### config.mk
export PLATFORM = sky130hd
export DESIGN_NAME = sl_receiver_fifo
export DESIGN_NICKNAME = d
export VERILOG_FILES = /design/src/rtl/sl_receiver_fifo.sv
export SDC_FILE = /design/constraint.sdc
export NUM_CORES = 1
export LEC_CHECK = 0
export ABC_AREA = 1
export BUFFER_PORTS_ARGS = -buffer_cell sky130_fd_sc_hd__buf_2
export CORE_ASPECT_RATIO = 1.2
export CORE_MARGIN = 2
export CORE_UTILIZATION = 55
export DETAILED_ROUTE_END_ITERATION = 6
export PLACE_DENSITY = 0.73
export RECOVER_POWER = 25
export REMOVE_ABC_BUFFERS = 1
export SLEW_MARGIN = 20
export SYNTH_ARGS = -nofsm -noshare
export SYNTH_HDL_FRONTEND = slang
export SYNTH_SLANG_ARGS = --single-unit
### constraint.sdc
create_clock -name clk -period 5.15 [get_ports clk]
set_clock_uncertainty 0.1 [all_clocks]
set_input_delay 0.515 -clock clk [delete_from_list [all_inputs] [get_ports clk]]
set_output_delay 0.515 -clock clk [all_outputs]
set_load 0.02 [all_outputs]
### src/rtl/sl_receiver_fifo.sv
// Two-wire SL frame receiver with parity/length/level checks and a DEPTH-entry receive FIFO.
// Optional macro: SL_RX_GLITCH_FILTER_EN adds a 3-sample glitch filter on both synced lines.
module sl_receiver_fifo #(
    parameter int MAX_LEN  = 32,
    parameter int DEPTH    = 4,
    parameter int LEVEL_TO = 1024,
    localparam int LW  = $clog2(MAX_LEN + 1),
    localparam int FLW = $clog2(DEPTH + 1)
) (
    input  logic               clk,
    input  logic               rst,
    input  logic               serial_line_zeroes_a,
    input  logic               serial_line_ones_a,
    input  logic               cfg_wr,
    input  logic [LW-1:0]      cfg_len,
    input  logic               cfg_pce,
    output logic               out_valid,
    input  logic               out_ready,
    output logic [MAX_LEN-1:0] out_data,
    output logic [7:0]         out_status,
    output logic [FLW-1:0]     fifo_level
);
    localparam int CW = $clog2(MAX_LEN + 3);
    localparam int PW = $clog2(DEPTH);
    localparam int TW = $clog2(LEVEL_TO + 1);
    localparam logic [CW-1:0]  CNT_SAT  = CW'(MAX_LEN + 2);
    localparam logic [TW-1:0]  LVL_LAST = TW'(LEVEL_TO - 1);
    localparam logic [TW-1:0]  LVL_MAX  = TW'(LEVEL_TO);
    localparam logic [FLW-1:0] LVL_FULL = FLW'(DEPTH);

    typedef enum logic [1:0] {ST_IDLE, ST_RX, ST_ABORT} state_t;

    // bit 0 = zeroes line, bit 1 = ones line
    logic [1:0] meta_q, sync_q, line_s, low_s;
    logic       any_low_s;

    state_t              state_q, state_d;
    logic                in_sym_q, in_sym_d;
    logic [1:0]          mask_q, mask_d;
    logic [CW-1:0]       count_q, count_d;
    logic [MAX_LEN-1:0]  data_q, data_d;
    logic                par_q, par_d;
    logic [LW-1:0]       act_len_q, act_len_d, sh_len_q, sh_len_d, len_s;
    logic                act_pce_q, act_pce_d, sh_pce_q, sh_pce_d, pce_s;
    logic [TW-1:0]       low_cnt_q, low_cnt_d;
    logic                push_q, push_d;
    logic [MAX_LEN-1:0]  push_data_q, push_data_d;
    logic [7:0]          push_status_q, push_status_d;
    logic [CW-1:0]       cnt_s, exp_cnt_s;
    logic                len_err_s, sym_bit_s;

    logic [MAX_LEN-1:0]  mem_data_q [DEPTH];
    logic [7:0]          mem_stat_q [DEPTH];
    logic [PW-1:0]       wr_ptr_q, rd_ptr_q;
    logic [FLW-1:0]      level_q, level_d;
    logic                ovf_q, ovf_d, pop_s, accept_s;

    // Two-flop synchronisers, idle-high reset value
    always_ff @(posedge clk) begin
        if (rst) begin
            meta_q <= 2'b11;
            sync_q <= 2'b11;
        end else begin
            meta_q <= {serial_line_ones_a, serial_line_zeroes_a};
            sync_q <= meta_q;
        end
    end

`ifdef SL_RX_GLITCH_FILTER_EN
    logic [1:0] h1_q, h2_q, filt_q;

    // A line only changes once three consecutive synced samples agree
    always_comb begin
        line_s = filt_q;
        for (int i = 0; i < 2; i++) begin
            if ((sync_q[i] == h1_q[i]) && (h1_q[i] == h2_q[i])) line_s[i] = sync_q[i];
            else                                                line_s[i] = filt_q[i];
        end
    end

    // Filter sample history and held level
    always_ff @(posedge clk) begin
        if (rst) begin
            h1_q   <= 2'b11;
            h2_q   <= 2'b11;
            filt_q <= 2'b11;
        end else begin
            h1_q   <= sync_q;
            h2_q   <= h1_q;
            filt_q <= line_s;
        end
    end
`else
    assign line_s = sync_q;
`endif

    assign low_s     = ~line_s;
    assign any_low_s = |low_s;

    // Symbol/frame decoder and level-error detector; produces at most one push per cycle
    always_comb begin
        state_d       = state_q;
        in_sym_d      = in_sym_q;
        mask_d        = mask_q;
        count_d       = count_q;
        data_d        = data_q;
        par_d         = par_q;
        act_len_d     = act_len_q;
        act_pce_d     = act_pce_q;
        low_cnt_d     = low_cnt_q;
        push_d        = 1'b0;
        push_data_d   = '0;
        push_status_d = 8'h00;
        sym_bit_s     = mask_q[1];
        if (cfg_wr) begin
            sh_len_d = cfg_len;
            sh_pce_d = cfg_pce;
        end else begin
            sh_len_d = sh_len_q;
            sh_pce_d = sh_pce_q;
        end
        // The first symbol of a frame is judged against the shadow config it latches
        if (state_q == ST_IDLE) begin
            len_s = sh_len_q;
            pce_s = sh_pce_q;
            cnt_s = '0;
        end else begin
            len_s = act_len_q;
            pce_s = act_pce_q;
            cnt_s = count_q;
        end
        exp_cnt_s = CW'(len_s) + CW'(pce_s);
        len_err_s = (state_q == ST_IDLE) || (cnt_s != exp_cnt_s);

        if (any_low_s) begin
            in_sym_d = 1'b1;
            mask_d   = mask_q | low_s;
            if (low_cnt_q != LVL_MAX) low_cnt_d = low_cnt_q + TW'(1);
            else                      low_cnt_d = low_cnt_q;
            if ((low_cnt_q == LVL_LAST) && (state_q != ST_ABORT)) begin
                push_d        = 1'b1;
                push_data_d   = data_q;
                push_status_d = 8'h20;
                state_d       = ST_ABORT;
            end else begin
                state_d = state_q;
            end
        end else begin
            low_cnt_d = '0;
            in_sym_d  = 1'b0;
            mask_d    = 2'b00;
            if (state_q == ST_ABORT) begin
                state_d = ST_IDLE;
                count_d = '0;
                data_d  = '0;
                par_d   = 1'b0;
            end else if (in_sym_q) begin
                case (mask_q)
                    2'b11: begin
                        push_d        = 1'b1;
                        push_data_d   = data_q;
                        push_status_d = {3'b000, pce_s & ~len_err_s & ~par_q, 1'b1, 2'b00, len_err_s};
                        state_d       = ST_IDLE;
                        count_d       = '0;
                        data_d        = '0;
                        par_d         = 1'b0;
                    end
                    2'b01, 2'b10: begin
                        state_d   = ST_RX;
                        act_len_d = len_s;
                        act_pce_d = pce_s;
                        for (int i = 0; i < MAX_LEN; i++) begin
                            if ((cnt_s < CW'(len_s)) && (CW'(i) == cnt_s)) data_d[i] = sym_bit_s;
                            else                                           data_d[i] = data_q[i];
                        end
                        if (cnt_s < exp_cnt_s) par_d = par_q ^ sym_bit_s;
                        else                   par_d = par_q;
                        if (cnt_s == CNT_SAT) count_d = cnt_s;
                        else                  count_d = cnt_s + CW'(1);
                    end
                    default: state_d = state_q;
                endcase
            end else begin
                state_d = state_q;
            end
        end
    end

    // Decoder state, shadow/active config and the registered push request
    always_ff @(posedge clk) begin
        if (rst) begin
            state_q       <= ST_IDLE;
            in_sym_q      <= 1'b0;
            mask_q        <= 2'b00;
            count_q       <= '0;
            data_q        <= '0;
            par_q         <= 1'b0;
            act_len_q     <= LW'(MAX_LEN);
            act_pce_q     <= 1'b0;
            sh_len_q      <= LW'(MAX_LEN);
            sh_pce_q      <= 1'b0;
            low_cnt_q     <= '0;
            push_q        <= 1'b0;
            push_data_q   <= '0;
            push_status_q <= 8'h00;
        end else begin
            state_q       <= state_d;
            in_sym_q      <= in_sym_d;
            mask_q        <= mask_d;
            count_q       <= count_d;
            data_q        <= data_d;
            par_q         <= par_d;
            act_len_q     <= act_len_d;
            act_pce_q     <= act_pce_d;
            sh_len_q      <= sh_len_d;
            sh_pce_q      <= sh_pce_d;
            low_cnt_q     <= low_cnt_d;
            push_q        <= push_d;
            push_data_q   <= push_data_d;
            push_status_q <= push_status_d;
        end
    end

    assign out_valid  = (level_q != '0);
    assign pop_s      = out_valid & out_ready;
    // A simultaneous pop frees the slot, so a push into a full FIFO is not dropped then
    assign accept_s   = push_q & ((level_q != LVL_FULL) | pop_s);
    assign out_data   = out_valid ? mem_data_q[rd_ptr_q] : '0;
    assign out_status = out_valid ? mem_stat_q[rd_ptr_q] : 8'h00;
    assign fifo_level = level_q;

    // FIFO occupancy and sticky overflow
    always_comb begin
        case ({accept_s, pop_s})
            2'b10:   level_d = level_q + FLW'(1);
            2'b01:   level_d = level_q - FLW'(1);
            default: level_d = level_q;
        endcase
        if (accept_s)    ovf_d = 1'b0;
        else if (push_q) ovf_d = 1'b1;
        else             ovf_d = ovf_q;
    end

    // FIFO storage and pointers
    always_ff @(posedge clk) begin
        if (rst) begin
            wr_ptr_q <= '0;
            rd_ptr_q <= '0;
            level_q  <= '0;
            ovf_q    <= 1'b0;
            for (int i = 0; i < DEPTH; i++) begin
                mem_data_q[i] <= '0;
                mem_stat_q[i] <= 8'h00;
            end
        end else begin
            if (accept_s) begin
                mem_data_q[wr_ptr_q] <= push_data_q;
                mem_stat_q[wr_ptr_q] <= push_status_q | {1'b0, ovf_q, 6'b000000};
                wr_ptr_q             <= wr_ptr_q + PW'(1);
            end
            if (pop_s) rd_ptr_q <= rd_ptr_q + PW'(1);
            level_q <= level_d;
            ovf_q   <= ovf_d;
        end
    end
endmodule

==> impl_metrics.json <==
{
  "antenna_found_initial": 0,
  "ys_seq_area_share_pct": 56.81,
  "async_flop_share_pct": 0,
  "first_iter_violations": 553,
  "htree_levels": 1,
  "grt_pass1_wl_um": 43300,
  "path_max_fanout": 38,
  "setup_ws_ns": 1.237,
  "die_area_um2": 23120,
  "topRoutingLayerUsed": "met4",
  "coreArea_um2": 21630,
  "p_leak_nw": 5.004,
  "io_buffers": 53,
  "seqPwrFrac_pct": 50.5,
  "ctsHoldBuffers": 0,
  "post-route-period-util_pct": 75.98,
  "post-cts-setup-buffers": 0,
  "cts_root_buf": "clkbuf_16",
  "rsz0062_at_grt": "false",
  "grt_pass1_vias": 9072,
  "place_area_um2": 12490,
  "setup_viol": 0,
  "clock-sinks": 268,
  "postSynthCellCount": 1440,
  "synth_area_um2": 12050,
  "finalNetCount": 1495,
  "hold_path.class": "primary input to flip-flop",
  "finalHoldViolations": 0,
  "outcome": "complete, but fails checks",
  "violations": "capacitance limit, slew limit",
  "cts.path.max_buffers": 3,
  "critical_path_arrival_ns": 4.03,
  "syn2layout_area_growth_pct": 10.17,
  "syn_area_per_cell_um2": 8.369,
  "maxSlewViolCount": 155,
  "die_height_um": 166.2,
  "dr_wl_met3_um": 1293,
  "wl_met2_um": 13250,
  "wl_met1_um": 11000,
  "tritoncts": "built",
  "cts_resized": 0,
  "die_width_um": 139.1,
  "viasPerCell": 5.319,
  "numCtsBuffers": 26,
  "n_antenna_cell": 0,
  "power.density_nw_per_um2": 346.0,
  "fin_area_um2": 13280,
  "ys_warn_count": 0,
  "p_int_w": 0.003483,
  "synthFlopType": "edfxtp_1",
  "ant_nets": 0,
  "slew_headroom_pct": -73.21,
  "drive_above_1_share_pct": 7.776,
  "num_vias": 9324,
  "synth_cell_types": 34,
  "crit_type": "flip-flop to flip-flop",
  "grt_max_degree": 75,
  "hpwlAfterDp_um": 15130,
  "power.share.clock_pct": 39.6,
  "drc": 0,
  "power_switching_w": 0.001111,
  "track_usage_pct": 22.61,
  "gp_congestion": 0.8680,
  "peakVddDrop_mv": 0.2795,
  "p_comb_share_pct": 9.8,
  "synth_seq_cells": 268,
  "start_kind": "flip-flop",
  "clk_pin_slew_worst_paths_ns": 0.06,
  "worstMarginPinSlew_ns": 2.598,
  "drv_cap": 4,
  "wl_per_cell_um": 14.89,
  "period_needed_ns": 3.913,
  "switching_share_pct": 24.18,
  "pre_cts_ws_ns": 1.650,
  "pin_count": 57,
  "start_util_pct": 55.72,
  "grt-ovfl-total": 0,
  "fin_hold_ws_ns": 0.07199,
  "worstSkewPairLatency_ns": 0.52,
  "worstSetupEndpointType": "flip-flop",
  "tns_ns": 0,
  "synth-edff-count": 148,
  "rows": 59,
  "critical_path_required_ns": 5.26,
  "fmax_mhz": 255.5,
  "wl_um": 26100,
  "drtPass1Iterations": 7
}
cells in the final DEF, fill, tap and decap left out, drive strengths merged:
cell type	n
nor2	410
a21oi	136
nand4	10
and2	1
nor4	1
o21ai	110
o21bai	2
fa	1
xor2	7
dfxtp	120
nand3	80
o31ai	1
nand3b	1
o21a	1
edfxtp	148
mux2i	1
inv	179
ha	22
xnor2	2
a2bb2oi	1
clkinv	7
or2	5
nand2	114
a211oi	1
conb	3
nor3	5
clkbuf	52
buf	58
cells by family after synthesis:
| kind of cell | count (synthesis) | share of synthesized area [%] |
|---|---|---|
| multiplexers | 1 | 0.08306 |
| AND/OR/NAND/NOR | 627 | 20.92 |
| XOR/XNOR | 9 | 0.6541 |
| adder cells (fa/ha/maj) | 23 | 2.450 |
| AO/OA/AOI/OAI | 252 | 10.69 |
| buffers and inverters | 259 | 8.358 |
| other | 1 | 0.03112 |
| flip-flops | 268 | 56.81 |
cell usage after synthesis, types with 10 or more instances:
master | n | area share [%]
o21ai_0 | 110 | 4.6
dfxtp_1 | 120 | 20
nand2_1 | 114 | 3.6
nand4_1 | 10 | 0.52
buf_2 | 19 | 0.79
inv_1 | 177 | 5.5
clkbuf_1 | 47 | 1.5
a21oi_1 | 135 | 5.6
nor2_1 | 410 | 13
edfxtp_1 | 148 | 37
ha_1 | 22 | 2.3
nand3_1 | 79 | 3.3
flip-flops by register name (all words and copies together) (netlist names), 2 cells and up, named ones only:
name	cells
push_data_q	32
data_q	32
act_len_q	6
state_q	2
wr_ptr_q	2
count_q	6
mem_stat_q	20
sh_len_q	6
mem_data_q	128
line_s	2
rd_ptr_q	2
low_cnt_q	11
fifo_level	3
mask_q	2
meta_q	2
push_status_q	4
through the flow:
step	utilization, %	std cells	power (W)
6_report	61.39	1753	0.004594
4_1_cts	61.54	1753	0.004629
2_1_floorplan	-	1364	0.002661
3_3_place_gp	57.73	1705	0.002812
5_1_grt	61.39	1753	0.004768
3_5_place_dp	57.73	1705	0.002825
final timing paths:
| path | start | endpoint | slack (ns) | cells past startpoint |
|---|---|---|---|---|
| setup / recovery | fifo_level[0] | mem_data_q[0][4] | 1.24 | 10 |
| hold / removal | serial_line_ones_a | meta_q[1] | 0.07 | 2 |
| setup reg to reg | fifo_level[0] | mem_data_q[0][4] | 1.24 | 10 |
| hold reg to reg | meta_q[0] | line_s[0] | 0.31 | 1 |
worst max-delay path: stages (launching register included):
cell	delay [ns]
dfxtp_1	0.32
inv_1	0.11
nand4_1	0.10
nand2_1	0.32
nor2_1	0.11
inv_1	0.10
nor2_1	0.05
nand2_1	0.05
clkbuf_1	1.51
nand2_1	0.32
buf_4	0.44
metal layers:
| metal | vias to the layer above | GRT usage, % |
|---|---|---|
| met5 | - | 0 |
| met4 | 0 | 6.719 |
| met3 | 43 | 2.855 |
| met2 | 236 | 41.36 |
| met1 | 4364 | 27.97 |
| li1 | 4681 | - |
power by group through the flow:
stage / logic, W / registers, W / clock network [W]
after floorplan: 0.000272 / 0.00239 / 0
after global placement: 0.000447 / 0.00237 / 0
after detailed placement: 0.000458 / 0.00237 / 0
after CTS: 0.000459 / 0.00232 / 0.00185
after global routing: 0.000503 / 0.00233 / 0.00194
final: 0.000451 / 0.00232 / 0.00182
cell type report:
cell class / instances / area (um^2)
Clock buffer: 43 / 799.5
Clock inverter: 5 / 23.77
Tap cell: 274 / 342.8
Timing Repair Buffer: 67 / 346.6
Sequential cell: 268 / 6848
Fill cell: 1827 / 8352
Multi-Input combinational cell: 915 / 4238
Inverter: 181 / 679.4
Power figures use the tool's default switching activity.
